File: src/rtl/alu_issue_ctrl.sv
// Issue/capture stage that turns a combinational 8-bit alu into a valid/ready stage.
// Define ALU_ISSUE_STATS_EN to add the saturating stat_ops/stat_errs counters.
module alu_issue_ctrl #(
  parameter int DEPTH = 4,
  parameter int CW    = 16
) (
  input  logic          clk,
  input  logic          rst,
  input  logic          flush,
  input  logic          cmd_valid,
  output logic          cmd_ready,
  input  logic [7:0]    cmd_a,
  input  logic [7:0]    cmd_b,
  input  logic [2:0]    cmd_op,
  output logic [7:0]    alu_a,
  output logic [7:0]    alu_b,
  output logic [2:0]    alu_opcode,
  input  logic [7:0]    alu_result,
  input  logic          alu_carry,
  input  logic          alu_zero,
  output logic          res_valid,
  input  logic          res_ready,
  output logic [7:0]    res_data,
  output logic          res_carry,
  output logic          res_zero,
  output logic [2:0]    res_op,
  output logic          res_err
`ifdef ALU_ISSUE_STATS_EN
  ,
  output logic [CW-1:0] stat_ops,
  output logic [CW-1:0] stat_errs
`endif
);

  localparam int AW   = $clog2(DEPTH);
  localparam int CNTW = AW + 1;

  localparam logic [1:0] IDLE = 2'd0;
  localparam logic [1:0] EXEC = 2'd1;
  localparam logic [1:0] HOLD = 2'd2;

  if (DEPTH < 2 || (DEPTH & (DEPTH - 1)) != 0 || CW < 1) begin : g_bad_cfg
    $error("alu_issue_ctrl: DEPTH must be a power of 2 >= 2, CW >= 1");
  end

  logic [18:0]     mem [DEPTH];
  logic [AW-1:0]   wr_ptr;
  logic [AW-1:0]   rd_ptr;
  logic [CNTW-1:0] count;
  logic [1:0]      state;
  logic            full;
  logic            empty;
  logic            push;
  logic            pop;
  logic            want_pop;

  assign full      = (count == CNTW'(DEPTH));
  assign empty     = (count == '0);
  assign cmd_ready = !full;
  assign push      = cmd_valid && !full && !flush;
  assign pop       = want_pop && !flush;

  always_comb begin
    want_pop = 1'b0;
    case (state)
      IDLE:    want_pop = !empty;
      HOLD:    want_pop = res_ready && !empty;
      default: want_pop = 1'b0;
    endcase
  end

  // Storage needs no reset; validity is tracked by count.
  always_ff @(posedge clk) begin
    if (push) begin
      mem[wr_ptr] <= {cmd_op, cmd_a, cmd_b};
    end
  end

  always_ff @(posedge clk or posedge rst) begin
    if (rst) begin
      wr_ptr <= '0;
      rd_ptr <= '0;
      count  <= '0;
    end else if (flush) begin
      wr_ptr <= '0;
      rd_ptr <= '0;
      count  <= '0;
    end else begin
      if (push) wr_ptr <= wr_ptr + AW'(1);
      if (pop)  rd_ptr <= rd_ptr + AW'(1);
      case ({push, pop})
        2'b10:   count <= count + CNTW'(1);
        2'b01:   count <= count - CNTW'(1);
        default: count <= count;
      endcase
    end
  end

  always_ff @(posedge clk or posedge rst) begin
    if (rst) begin
      alu_opcode <= '0;
      alu_a      <= '0;
      alu_b      <= '0;
    end else if (pop) begin
      {alu_opcode, alu_a, alu_b} <= mem[rd_ptr];
    end
  end

  always_ff @(posedge clk or posedge rst) begin
    if (rst) begin
      state     <= IDLE;
      res_valid <= 1'b0;
      res_data  <= '0;
      res_carry <= 1'b0;
      res_zero  <= 1'b0;
      res_op    <= '0;
      res_err   <= 1'b0;
    end else if (flush) begin
      state     <= IDLE;
      res_valid <= 1'b0;
      res_err   <= 1'b0;
    end else begin
      case (state)
        IDLE: begin
          if (!empty) state <= EXEC;
        end
        EXEC: begin
          res_data  <= alu_result;
          res_carry <= alu_carry;
          res_zero  <= alu_zero;
          res_op    <= alu_opcode;
          res_err   <= (alu_opcode >= 3'd5);
          res_valid <= 1'b1;
          state     <= HOLD;
        end
        HOLD: begin
          if (res_ready) begin
            res_valid <= 1'b0;
            state     <= empty ? IDLE : EXEC;
          end
        end
        default: state <= IDLE;
      endcase
    end
  end

`ifdef ALU_ISSUE_STATS_EN
  logic hs;
  assign hs = res_valid && res_ready;

  // Counters survive flush; only rst clears them.
  always_ff @(posedge clk or posedge rst) begin
    if (rst) begin
      stat_ops  <= '0;
      stat_errs <= '0;
    end else begin
      if (hs && (stat_ops != '1))
        stat_ops <= stat_ops + CW'(1);
      if (hs && res_err && (stat_errs != '1))
        stat_errs <= stat_errs + CW'(1);
    end
  end
`endif

endmodule
File: config.mk
export PLATFORM = sky130hd
export DESIGN_NAME = alu_issue_ctrl
export DESIGN_NICKNAME = d
export VERILOG_FILES = /design/src/rtl/alu_issue_ctrl.sv
export SDC_FILE = /design/constraint.sdc
export NUM_CORES = 1
export LEC_CHECK = 0
export CORE_ASPECT_RATIO = 0.7
export CORE_MARGIN = 1.5
export CORE_UTILIZATION = 34
export DETAILED_ROUTE_END_ITERATION = 8
export GPL_TIMING_DRIVEN = 1
export RECOVER_POWER = 25
export SETUP_SLACK_MARGIN = 0.02
export SYNTH_ARGS = -nofsm -noshare
export SYNTH_HDL_FRONTEND = slang
export SYNTH_SLANG_ARGS = --single-unit
File: constraint.sdc
create_clock -name clk -period 2.27 [get_ports clk]
set_input_delay 0.227 -clock clk [delete_from_list [all_inputs] [get_ports clk]]
set_output_delay 0.227 -clock clk [all_outputs]
set_load 0.05 [all_outputs]
* Word level (Yosys, flattened, before mapping) *
Memories as Yosys holds them, arrays and structs flattened. A register that Yosys moved wholly into a read port is not among the register bits.
Index checks and enable logic that the tools add are counted.
W data, S select, Z words.

storage, ports and cells
  register bits after elaboration = 24
  ROM bits = 0
  bits in writable memories = 76
  output and inout port bits = 35
  memories = 1
  bits in latches = 0
  input port bits = 34

cells by class
  reductions and logical operators = 17
  multipliers = 0
  equality and inequality tests = 7
  divide/modulo/power cells = 0
  add/sub/neg operators = 4
  shifts and indexed selects = 0
  $lt $le $gt $ge = 1
  bitwise gates (word level) = 1
  multiplexer cells = 19

memories
  name  words  bits a word  rd ports  clocked after Yosys merged registers in  write ports  line  RTL
  mem   4      19           1         1                                        1            46    logic [18:0] mem [DEPTH];

operators by type and width
  operator               count
  $mux W2                7
  $mux W1                7
  $ne A3 B3 Y1 const B   2
  $pmux W2 S3            1
  $pmux W3 S2            1
  $reduce_and A2 Y1      3
  $reduce_bool A2 Y1     3
  $reduce_bool A3 Y1     2
  $add A2 B1 Y2 const B  2
  $eq A2 B1 Y1 const B   2
  $eq A2 B2 Y1 const B   2
  $logic_and A1 B1 Y1    4
  $pmux W1 S2            2
  $add A3 B1 Y3 const B  1
  $eq A3 B3 Y1 const B   1
  $ge A3 B3 Y1 const B   1
  $logic_not A1 Y1       3
  $logic_not A3 Y1       1
  $mux W3                1
  $sub A3 B1 Y3 const B  1
  $logic_not A2 Y1       1
  $not A1 Y1             1

* Longest topological paths before layout *
  depth in word-level cells = 8
  mapped depth = 8

* Worst setup path before layout *
Ideal clock, no wire load.

  kind = flip-flop to flip-flop
  start point = reg count[0]
  end point = reg count[2]
  cell stages (with the launch flop) = 9
  data arrival time = 2163 ps
  required time = 2142 ps
  buffers on the path = 1
  period minus slack after synthesis = 2291 ps
  slack = -21 ps
  cells stage by stage = dfrtp_1 nor3_2 nor4_2 buf_2 and2_1 fa_1 nor4_1 a2bb2oi_1 mux2_1

on the way
  cells in the longest elaborated chain, start to end = 8

ends and longest elaborated chain
  element                                       line  RTL
  start, declared                               49    logic [CNTW-1:0] count;
  start signal, assigned                        92    2'b10: count <= count + CNTW'(1);
  start signal, assigned                        93    2'b01: count <= count - CNTW'(1);
  start signal, assigned                        94    default: count <= count;
  $logic_not A3 Y1                              58    assign empty = (count == '0);
  $logic_not A1 Y1                              --
  $logic_and A1 B1 Y1                           67    HOLD: want_pop = res_ready && !empty;
  $pmux W1 S2                                   65    case (state)
  $logic_and A1 B1 Y1                           61    assign pop = want_pop && !flush;
  $eq A2 B1 Y1 or $eq A2 B2 Y1 (tied branches)  91    case ({push, pop})
  $pmux W3 S2                                   91
  $mux W3                                       84    end else if (flush) begin

Parallel ways exist; a longest one is shown, timed or not.
A chain may end at the register's enable or synchronous reset.

* Worst setup path after layout *
  start point = reg count[1]
  end point = reg count[2]

The elaborated chain is that of the path after synthesis.

==> results_dict.tcl <==
set metrics [dict create \
    syn-num-nets 272 \
    power_density_mw_per_mm2 1420 \
    vdd_ir_drop_max_mv 0.597 \
    area_growth_pct 36.7 \
    power_switching_w 0.00303 \
    initial_core_util_pct 34.8 \
    grt_use_total_pct 13.4 \
    drive_above_1_share_pct 30.4 \
    p_sw_share_pct 34.1 \
    synth.avg_cell_area_um2 19.7 \
    htree_levels 4 \
    maxCapViolCount 0 \
    leakage_nw 2.25 \
    fin_crit_ns 2.19 \
    worstPathRequired_ns 2.55 \
    grt_max_degree 28 \
    fmax_mhz 457 \
    cts_root_buf "clkbuf_16" \
    antennaDiodeCount 0 \
    intPower_w 0.00585 \
    seqPwrFrac_pct 33.7 \
    hold_violations 0 \
    fin_hold_ws_ns 0.386 \
    syn_area_mm2 0.00459 \
    synth-simple-area-share_pct 4.58 \
    place_area_mm2 0.00565 \
    cts.path.max_buffers 2 \
    overflow 0 \
    final_common_cell "edfxtp_1" \
    tightestPinTransition_ns 0.722 \
    drt_iter0_drc 76 \
    clk_pin_slew_ns 0.06 \
    die_width_um 142 \
    synth_area_leaders "edfxtp_1 50%, dfrtp_1 23%, mux4_2 9.3%" \
    final_antenna_net_count 0 \
    numCtsBuffers 17 \
    post-synth-top-area-fraction_pct 49.7 \
    min_path_type "in2async" \
    cts_tree "built" \
    cp_data_arrival_time_ns 2.47 \
    ys_ff_latch 119 \
    status "completed" \
    grt_pass1_wl_um 13600 \
    clk_latency_ns 0.41 \
    setup_viol 0 \
    rows 35 \
    numPortBuffers 68 \
    max_stage_delay_ns 0.44 \
    slew_violations 0 \
    path_cells "nor3_4 -> nor4_4 -> and2_1 -> fa_1 -> nor4_2 -> a2bb2oi_1 -> mux2_1" \
    synthCells 233 \
    final_nets 365 \
    rsz0062_at_grt "false" \
    crit_path_top_delay_cell "dfrtp_1" \
    ys_warn_count 0 \
    yosys.area_share.xor_xnor_pct 0.927 \
    synth_top_family_by_area "multiplexers" \
    ys_types 31 \
    clock_power_share_pct 30.7 \
    critical_path.max_fanout 4 \
    wire_per_inst_um 16.3 \
    vias 2372 \
    drt_pass1_iterations 4 \
    yosys.area.top_type "edfxtp_1" \
    routed_wl_um 8530 \
    p_comb_share_pct 35.6 \
    coreArea_mm2 0.0132 \
    die-area_mm2 0.0142 \
    final_area_mm2 0.00627 \
    start_kind "flop" \
    viasPerCell 4.53 \
    skew_ns 0.0142 \
    synth-compound-area-share_pct 0.736 \
    dp_hpwl_um 5320 \
    die_h_um 100 \
    crit_path_end_kind "flop" \
    boundaryPins 69 \
    grt_pass1_vias 2502 \
    final_cell_mix "76 x edfxtp_1, 52 x clkdlybuf4s50_1, 43 x dfrtp_1, 31 x mux2_2, 19 x mux4_2" \
    crit_type "reg2reg" \
    gp_congestion 0.682 \
    synth_mux_area_share_pct 17.9 \
    grt_antenna_before_repair 0 \
    post-route-drc-count 0 \
    cts_sinks 119 \
    seq_area_frac_synth_pct 73.2 \
    slew_headroom_pct 51.8 \
    synth_fa_ha_area_share_pct 1.53 \
    finalCritPeriodShare_pct 96.4 \
]
state kept, by name, summed over array words and instances, names as in the netlist, 2 cells and up:
register and count:
wr_ptr 2, rd_ptr 2, alu_a 8, count 3, alu_opcode 3, res_data 8, alu_b 8, mem 76
res_op 3, state 2
metrics by stage:
| stage | setup TNS, ns | instances | power, W | setup WS, ns | util, % |
|---|---|---|---|---|---|
| finish | 0 | 524 | 0.00889 | 0.0825 | 47.6 |
| global route | 0 | 524 | 0.00928 | 0.00377 | 47.6 |
| CTS | 0 | 524 | 0.00902 | 0.0598 | 47.5 |
| detailed placement | -0.139 | 491 | 0.00624 | -0.139 | 42.8 |
| global placement | -0.0558 | 491 | 0.00619 | -0.0558 | 42.8 |
| floorplan | 0 | 233 | 0.00516 | 0.0496 | - |
logic make-up (layout without fill, tap and decap cells):
kind of cell,count (synthesis),after routing
AO/OA/AOI/OAI,6,6
XOR/XNOR,4,4
adder cells (fa/ha/maj),5,5
buffers and inverters,11,117
flip-flops,119,119
multiplexers,54,54
AND/OR/NAND/NOR,34,34
layout make-up:
class | instances | area [um^2]
Fill cell | 1125 | 6910
Sequential cell | 119 | 3360
Multi-Input combinational cell | 103 | 1200
Timing Repair Buffer | 82 | 860
Clock buffer | 19 | 443
Tap cell | 185 | 231
Clock inverter | 13 | 169
Inverter | 3 | 11.3
repair_timing:
action,4_1_cts,5_1_grt
endpoints found under the setup margin,2,1
resized for setup,1,1
gates cloned,0,0
hold buffers,0,0
pin swaps,1,0
buffers inserted,1,0
metal layers:
metal	global-route usage (%)	vias to the layer above	share of wire (%)
met1	17.6	1195	46
met4	5.71	0	1.2
li1	-	1094	-
met3	4.68	8	6.3
met2	20.5	75	46
met5	0	-	0
Yosys cell counts:
| cell | count |
|---|---|
| inv_1 | 3 |
| nor4_2 | 1 |
| nor4b_1 | 1 |
| nor3_1 | 1 |
| nor2_2 | 1 |
| nor4_1 | 1 |
| o21ai_0 | 1 |
| nor2_1 | 8 |
| nand2_1 | 2 |
| mux2_2 | 31 |
| a21oi_1 | 4 |
| dfrtp_1 | 43 |
| nand2_4 | 1 |
| ha_1 | 4 |
| nor2b_1 | 4 |
| xnor2_1 | 3 |
| mux4_2 | 19 |
| buf_2 | 3 |
| or3b_4 | 1 |
| nand2b_1 | 4 |
| mux2_1 | 3 |
| fa_1 | 1 |
| xor2_2 | 1 |
| mux2i_1 | 1 |
| nor3_2 | 2 |
| nand3_1 | 2 |
| clkbuf_1 | 3 |
| buf_4 | 2 |
| a2bb2oi_1 | 1 |
| edfxtp_1 | 76 |
| and2_1 | 5 |
power groups by stage:
stage	registers (W)	logic [W]	clock network (W)
4_1_cts	0.00300	0.00322	0.00280
6_report	0.00299	0.00317	0.00273
3_5_place_dp	0.00304	0.00320	0
3_3_place_gp	0.00302	0.00318	0
5_1_grt	0.00304	0.00335	0.00288
2_1_floorplan	0.00408	0.00108	0
critical path: cells and delay by family (launching register included):
kind                     cells  cell delay [ns]
flip-flops                   1             0.44
adder cells (fa/ha/maj)      1             0.40
AND/OR/NAND/NOR              4             0.79
AO/OA/AOI/OAI                1             0.11
multiplexers                 1             0.32
final timing paths:
path / startpoint / to / slack, ns / depth (start not counted)
min: rst / res_valid$_DFFE_PP0P_ / 0.39 / 2
min reg2reg: res_data[6]$_DFFE_PP0P_ / res_data[6]$_DFFE_PP0P_ / 0.49 / 1
max in group asynchronous: rst / wr_ptr[1]$_DFFE_PP0P_ / 1.26 / 3
max: count[1]$_DFFE_PP0P_ / count[2]$_DFFE_PP0P_ / 0.08 / 7
min in group clk: alu_result[6] / res_data[6]$_DFFE_PP0P_ / 0.43 / 2
max reg2reg: count[1]$_DFFE_PP0P_ / count[2]$_DFFE_PP0P_ / 0.08 / 7
Power figures use the tool's default switching activity.
